<file path="config.mk">
export PLATFORM = sky130hd
export DESIGN_NAME = bclk_bus_master
export DESIGN_NICKNAME = d
export VERILOG_FILES = /design/src/rtl/bclk_bus_master.sv
export SDC_FILE = /design/constraint.sdc
export NUM_CORES = 1
export LEC_CHECK = 0
export CAP_MARGIN = 20
export CORE_UTILIZATION = 52
export DETAILED_ROUTE_END_ITERATION = 8
export DONT_BUFFER_PORTS = 1
export PLACE_DENSITY = 0.76
export SLEW_MARGIN = 20
export SYNTH_ARGS = -nofsm -noshare
export SYNTH_HDL_FRONTEND = slang
export SYNTH_SLANG_ARGS = --single-unit
export TNS_END_PERCENT = 50
</file>
<file path="constraint.sdc">
create_clock -name BCLK -period 3.7 [get_ports BCLK]
set_input_delay 0.925 -clock BCLK [delete_from_list [all_inputs] [get_ports BCLK]]
set_output_delay 0.925 -clock BCLK [all_outputs]
set_load 0.01 [all_outputs]
</file>
<file path="src/rtl/bclk_bus_master.sv">
// bclk_bus_master: MC68040 local-bus initiator for PCI-to-Amiga transfers.
// Ports: BCLK/nRESET clock and reset; REQ_* request handshake (READY pulses on
//   accept); WR_DATA/WR_POP write FIFO head and pop; RD_DATA/RD_PUSH read
//   capture; DONE/ERR status pulses; nBR/nBG/nBB_IN/nBB_OUT/BB_OE arbitration;
//   nTS_OUT/A_OUT/RnW_OUT/SIZ/TT with CTL_OE; D_OUT/D_OE/D_IN data; nTA/nTEA.
module bclk_bus_master #(
    parameter int TA_TIMEOUT = 255,
    parameter int MAX_RETRY  = 3
) (
    input  logic        BCLK,
    input  logic        nRESET,
    input  logic        REQ_VALID,
    input  logic [31:0] REQ_ADDR,
    input  logic        REQ_RnW,
    input  logic        REQ_BURST,
    output logic        REQ_READY,
    input  logic [31:0] WR_DATA,
    output logic        WR_POP,
    output logic [31:0] RD_DATA,
    output logic        RD_PUSH,
    output logic        DONE,
    output logic        ERR,
    output logic        nBR,
    input  logic        nBG,
    input  logic        nBB_IN,
    output logic        nBB_OUT,
    output logic        BB_OE,
    output logic        nTS_OUT,
    output logic        CTL_OE,
    output logic [31:0] A_OUT,
    output logic        RnW_OUT,
    output logic [1:0]  SIZ,
    output logic [1:0]  TT,
    output logic [31:0] D_OUT,
    output logic        D_OE,
    input  logic [31:0] D_IN,
    input  logic        nTA,
    input  logic        nTEA
);

    typedef enum logic [2:0] {
        S_IDLE,
        S_ARB,
        S_TS,
        S_DATA,
        S_REL
    } state_t;

    localparam logic [7:0] TO_LAST   = 8'(TA_TIMEOUT - 1);
    localparam logic [2:0] RETRY_MAX = 3'(MAX_RETRY);

    state_t      state_q, state_d;
    logic [31:2] addr_q, addr_d;
    logic        rnw_q, rnw_d;
    logic        burst_q, burst_d;
    logic [1:0]  beat_q, beat_d;
    logic [7:0]  to_q, to_d;
    logic [2:0]  retry_q, retry_d;
    logic        again_q, again_d;
    logic [31:0] rd_data_q, rd_data_d;
    logic        rd_push_q, rd_push_d;
    logic        done_q, done_d;
    logic        err_q, err_d;

    logic ack_ok;
    logic ack_err;
    logic ack_rty;
    logic last_beat;
    logic unused_addr;

    // Byte lane bits are never driven onto the bus.
    assign unused_addr = ^REQ_ADDR[1:0];

    assign ack_ok    = !nTA && nTEA;
    assign ack_err   = nTA && !nTEA;
    assign ack_rty   = !nTA && !nTEA;
    assign last_beat = burst_q ? (beat_q == 2'd3) : 1'b1;

    always_ff @(posedge BCLK or negedge nRESET) begin
        if (!nRESET) begin
            state_q   <= S_IDLE;
            addr_q    <= '0;
            rnw_q     <= 1'b0;
            burst_q   <= 1'b0;
            beat_q    <= '0;
            to_q      <= '0;
            retry_q   <= '0;
            again_q   <= 1'b0;
            rd_data_q <= '0;
            rd_push_q <= 1'b0;
            done_q    <= 1'b0;
            err_q     <= 1'b0;
        end else begin
            state_q   <= state_d;
            addr_q    <= addr_d;
            rnw_q     <= rnw_d;
            burst_q   <= burst_d;
            beat_q    <= beat_d;
            to_q      <= to_d;
            retry_q   <= retry_d;
            again_q   <= again_d;
            rd_data_q <= rd_data_d;
            rd_push_q <= rd_push_d;
            done_q    <= done_d;
            err_q     <= err_d;
        end
    end

    always_comb begin
        state_d   = state_q;
        addr_d    = addr_q;
        rnw_d     = rnw_q;
        burst_d   = burst_q;
        beat_d    = beat_q;
        to_d      = to_q;
        retry_d   = retry_q;
        again_d   = again_q;
        rd_data_d = rd_data_q;
        rd_push_d = 1'b0;
        done_d    = 1'b0;
        err_d     = 1'b0;
        case (state_q)
            S_IDLE: begin
                if (REQ_VALID) begin
                    addr_d  = REQ_ADDR[31:2];
                    rnw_d   = REQ_RnW;
                    burst_d = REQ_BURST;
                    beat_d  = '0;
                    to_d    = '0;
                    retry_d = '0;
                    again_d = 1'b0;
                    state_d = S_ARB;
                end
            end
            S_ARB: begin
                if (!nBG && nBB_IN) begin
                    state_d = S_TS;
                end
            end
            S_TS: begin
                beat_d  = '0;
                to_d    = '0;
                state_d = S_DATA;
            end
            S_DATA: begin
                if (ack_rty) begin
                    // Retry restarts the whole line; the FIFO still holds it.
                    beat_d  = '0;
                    to_d    = '0;
                    retry_d = retry_q + 3'd1;
                    state_d = S_REL;
                    if (retry_q < RETRY_MAX) begin
                        again_d = 1'b1;
                    end else begin
                        again_d = 1'b0;
                        err_d   = 1'b1;
                    end
                end else if (ack_err) begin
                    again_d = 1'b0;
                    err_d   = 1'b1;
                    state_d = S_REL;
                end else if (ack_ok) begin
                    to_d   = '0;
                    beat_d = beat_q + 2'd1;
                    if (rnw_q) begin
                        rd_data_d = D_IN;
                        rd_push_d = 1'b1;
                    end
                    if (last_beat) begin
                        again_d = 1'b0;
                        done_d  = 1'b1;
                        state_d = S_REL;
                    end
                end else if (to_q == TO_LAST) begin
                    again_d = 1'b0;
                    err_d   = 1'b1;
                    state_d = S_REL;
                end else begin
                    to_d = to_q + 8'd1;
                end
            end
            S_REL: begin
                state_d = again_q ? S_ARB : S_IDLE;
            end
            default: begin
                state_d = S_IDLE;
            end
        endcase
    end

    // Write pop must be combinational so the FIFO head advances on the
    // same edge that takes the beat, ready for a back-to-back TA.
    assign WR_POP    = (state_q == S_DATA) && !rnw_q && ack_ok;
    assign REQ_READY = (state_q == S_IDLE) && REQ_VALID;

    assign RD_DATA = rd_data_q;
    assign RD_PUSH = rd_push_q;
    assign DONE    = done_q;
    assign ERR     = err_q;

    assign nBR     = !(state_q == S_ARB);
    assign BB_OE   = (state_q == S_TS) || (state_q == S_DATA)
                   || (state_q == S_REL);
    assign nBB_OUT = !((state_q == S_TS) || (state_q == S_DATA));
    assign nTS_OUT = !(state_q == S_TS);
    assign CTL_OE  = (state_q == S_TS) || (state_q == S_DATA);
    assign D_OE    = (state_q == S_DATA) && !rnw_q;

    assign A_OUT   = {addr_q, 2'b00};
    assign RnW_OUT = rnw_q;
    assign SIZ     = burst_q ? 2'b11 : 2'b00;
    assign TT      = burst_q ? 2'b01 : 2'b00;
    assign D_OUT   = WR_DATA;

endmodule

</file>
-- After elaboration in Yosys (flattened, before gate mapping)
Cells that the tools add are included.
- bits of input ports: 105
- memory bits (writable): 0
- output and inout port bits: 112
- bits in latches: 0
- register bits after elaboration: 84
- memories: 0
- memory bits (read-only): 0
- reductions and logical operators: 26
- eq/ne operators: 14
- muxes and demuxes: 50
- shift operators: 0
- add/sub/neg operators: 3
- order comparisons: 1
- bitwise logic cells: 2
- multiply operators: 0
- divide/modulo/power cells: 0
- operators with widths (kind ; number):
    8-bit two-way mux ; 5
    3-bit two-way mux ; 9
    1-bit two-way mux ; 26
    8-bit case mux with 3 select lines ; 1
    4-bit AND reduction ; 4
    3-bit case mux with 5 select lines ; 1
    2-bit two-way mux ; 5
    5-bit != test, second input constant ; 2
    8-bit by 1-bit adder with 8-bit output, second input constant ; 1
    8-bit equality test, second input constant ; 1
    1-bit logical AND ; 7
    1-bit logical NOT ; 7
    3-bit by 2-bit equality test with 1-bit output, second input constant ; 2
    2-bit != test, second input constant ; 3
    3-bit != test, second input constant ; 2
    2-bit case mux with 3 select lines ; 1
    3-bit case mux with 2 select lines ; 1
    5-bit AND reduction ; 1
    4-bit != test, second input constant ; 1
    3-bit by 1-bit adder with 3-bit output, second input constant ; 1
    3-bit by 1-bit equality test with 1-bit output, second input constant ; 1
    3-bit equality test, second input constant ; 1
    3-bit logical NOT ; 1
    3-bit by 2-bit less-than comparator with 1-bit output, second input constant ; 1
    other kinds (9) ; 11

-- Depth between registers and ports, before layout
- depth in word-level cells: 7
- gate-level depth with buffers: 7

-- Worst setup path after synthesis
OpenSTA, ideal clock, no wires.
- path type: input to output
- start point: in REQ_VALID
- end point: out REQ_READY
- arrival time: 1824 ps
- buffers on the path: 1
- path slack: 951 ps
- stages on the path: 2
- cells stage by stage: nor4b_2 -> clkbuf_1
- word-level cells in the longest chain between the ends: 1
- ends and longest elaborated chain (item ; line ; RTL):
    start: declaration ; 12 ; input logic REQ_VALID,
    1-bit logical AND ; 194 ; assign REQ_READY = (state_q == S_IDLE) && REQ_VALID;
    end: declaration ; 16 ; output logic REQ_READY,
Every way passes these cells.

-- Worst setup path after layout
- start point: in nTA
- end point: reg rd_data_q[15], in the netlist RD_DATA[15]
- word-level cells in the longest chain between the ends: 4
- ends and longest elaborated chain (item ; line ; RTL):
    start: declaration ; 37 ; input logic nTA,
    1-bit logical NOT ; 74, 76 ;
    1-bit logical AND ; 76 ; assign ack_rty = !nTA && !nTEA;
    1-bit NOT (no line) ; -- ;
    5-bit AND reduction (no line) (*) ; -- ;
    end signal: assignment ; 102 ; rd_data_q <= rd_data_d;
    end: declaration ; 60 ; logic [31:0] rd_data_q, rd_data_d;
Every way passes the cells marked *; elsewhere a longest branch is shown, timed or not.
A chain may end at the register's enable or synchronous reset.

==> run summary <==
Pleak: 1.91 nW
delay-heaviest family, CP: simple AND/OR/NAND/NOR gates
P per Cell Area: 798 nW/um^2
H-tree depth: 3
core area: 7370 sq um
IO Count: 217
clk buf depth: 2
FP Rows: 31
Tot GR Track Use: 0.182
port bufs: 0
final clock skew: 0.0128 ns
post-route insts no fill: 380
share of the yosys chip area belonging to registers: 0.520
internal power: 2.10 mW
Psw: 1.12 mW
crit share post-route: 0.726
Worst Path Max Fanout: 33
worst-path cell chain: inv_1 > ha_1 > or3b_1 > or3b_2 > buf_4 > mux2_4
Max stage delay on crit path: 0.50 ns
highest achievable clock rate: 372 MHz
WL/cell: 19.5 um
initial antenna violation count: 0
Hold Vio Cnt, Final: 0
TritonCTS clock tree: built
drt pass-1 iters: 4
CTS resizes: 0
Die Ht: 90.2 um
VDD IR max: 379 uV
Netlist Area Pre-Place: 4040 sq um
Initial DRC Count: 77
r2r setup slk: 1.06 ns
Arr. time, crit path: 2.91 ns
Cells after Synth: 311
die width: 90.2 um
ANT nets after route: 0
syn avg cell area: 13.0 sq um
Root Buffer: clkbuf_8
sequential power share: 0.555
DRT Wirelength: 7410 um
largest area contributor in the netlist: dfrtp_1
minimum clock period: 2.69 ns
share of cells above drive strength 1: 0.310
Distinct cells, synth: 47
top_reg_cell synth: dfrtp_1
CP startpoint kind: input pin
switch share: 0.349
vias in the first global route: 2185
RSZ-0062 raised after global routing: false
max-cap violation count: 0
Max Transition Viols Final: 0
post-DR vias/cell: 5.80
Area contributors post-synth: dfrtp_1 (52%), mux2_4 (11%), mux2_2 (10%)
Post CTS Setup Buffer Count: 0
P&R area growth vs syn: -0.309%
ANT cells: 0
clock power share: 0.195
clock transition at the registers of the reported paths: 0.09 ns
largest net degree at the start of global routing: 85
FF-to-FF End: RD_DATA[15]
hold_buf cts: 0
Worst Tran Pin Value: 0.901 ns
most frequent cells after synthesis: dfrtp_1 (84), buf_4 (38), mux2_2 (37), mux2_4 (29), nand2_1 (11)
most frequent cell after synthesis: dfrtp_1
synth warn: 0
RePlAce Congestion: 0.849
Yosys top cell area share: 0.520
Residual DRC: 0
slowest CP cell: or3b_2
Layout Nets: 391
CP Capture Type: register
# clock sinks: 84
Hold Path Class: in -> async
Data required, critical path: 3.92 ns
Inserted Clock Buffers: 9
# setup viols final: 0
EDFF count, synth: 0
placed cell count: 365
Sum Neg Setup Slack: 0 ns
Post-DP HPWL: 5270 um
GRT Residual Overflow: 0
Buf+Inv Stages, Crit Path: 2
Initial Utilization: 0.549
first-pass GRT wire length: 11500 um
Worst-Skew Late Latency: 0.34 ns
Critical R2R Launch: state_q[2]
total die area: 8130 sq um
Comb power frac: 0.250
via count: 2204
synthesized flop and latch total: 84
Reg2Reg Depth: 5
asr flop ratio synth: 1.00
WS Path Type: in -> reg
Slew headroom: 0.394
status: finished, final reports clean
==> power groups by stage <==
stage	Combinational, mW	Sequential, mW	Clock [mW]
after CTS	0.817	1.79	0.651
final	0.805	1.78	0.628
after detailed placement	0.812	1.81	0
after global placement	0.780	1.79	0
after global routing	0.877	1.84	0.692
after floorplan	0.804	1.67	0
==> worst max-delay path by stage <==
| stage | startpoint | end | depth (start not counted) |
|---|---|---|---|
| after floorplan | REQ_VALID | REQ_READY | 2 |
| after detailed placement | nTA | RD_DATA[15] | 6 |
| after global placement | nTA | RD_DATA[5] | 6 |
| final | nTA | RD_DATA[15] | 6 |
| after global routing | state_q[1] | BB_OE | 3 |
| after CTS | state_q[1] | BB_OE | 3 |
==> sequential cells by signal, indices dropped and copies added (netlist names) <==
signal,flops
DONE,1
ERR,1
RD_DATA,32
RD_PUSH,1
RnW_OUT,1
addr_q,30
again_q,1
beat_q,2
burst_q,1
retry_q,3
state_q,3
to_q,8
==> through the flow <==
stage	util	total power, mW	area (sq um)	hold slack [ns]	setup WS (ns)
6_report	0.547	3.22	4030	0.269	1.01
5_1_grt	0.547	3.41	4030	0.229	0.841
4_1_cts	0.547	3.26	4030	0.246	0.962
3_5_place_dp	0.521	2.62	3840	0.493	0.681
3_3_place_gp	0.521	2.57	3840	0.488	0.723
2_1_floorplan	-	2.47	4050	0.470	0.951
==> cell usage in the layout (no fill, tap or decap), types with 3 or more instances in the layout <==
cell type	synthesis	routed
a21oi_1	6	6
a22o_1	3	3
clkbuf_8	0	9
conb_1	1	3
dfrtp_1	84	84
ha_1	9	9
inv_1	8	8
mux2_2	37	37
mux2_4	29	29
nand2_1	11	11
nand2b_1	5	5
nand3_1	5	5
nand4_1	3	3
nor2_1	10	10
nor2b_1	4	4
nor3_1	4	4
o21ai_0	6	6
==> layout make-up <==
type / instances / area (sq um)
fillers: 626 / 3340
flip-flops and latches: 84 / 2100
multi-input cells: 172 / 1570
clock buffers: 9 / 124
well taps: 99 / 124
clock inverters: 6 / 65.1
inverters: 8 / 30.0
repair buffers: 2 / 15.0
==> logic make-up after synthesis <==
logic type               count (synthesis)  synth area share
adder cells (fa/ha/maj)                  9            0.0278
AO/OA/AOI/OAI                           31            0.0520
multiplexers                            68             0.216
XOR/XNOR                                 1           0.00217
flip-flops                              84             0.520
buffers and inverters                   57            0.0956
other                                    1          0.000927
AND/OR/NAND/NOR                         60            0.0860
==> routing by layer <==
layer / track usage / part of all wire / wire, um / up-vias
li1: - / - / - / 977
met1: 0.220 / 0.40 / 3000 / 1097
met2: 0.286 / 0.49 / 3600 / 111
met3: 0.0660 / 0.086 / 639 / 19
met4: 0.0968 / 0.023 / 172 / 0
met5: 0 / 0 / 0 / -
No activity file was read; power rests on OpenSTA's default activity.
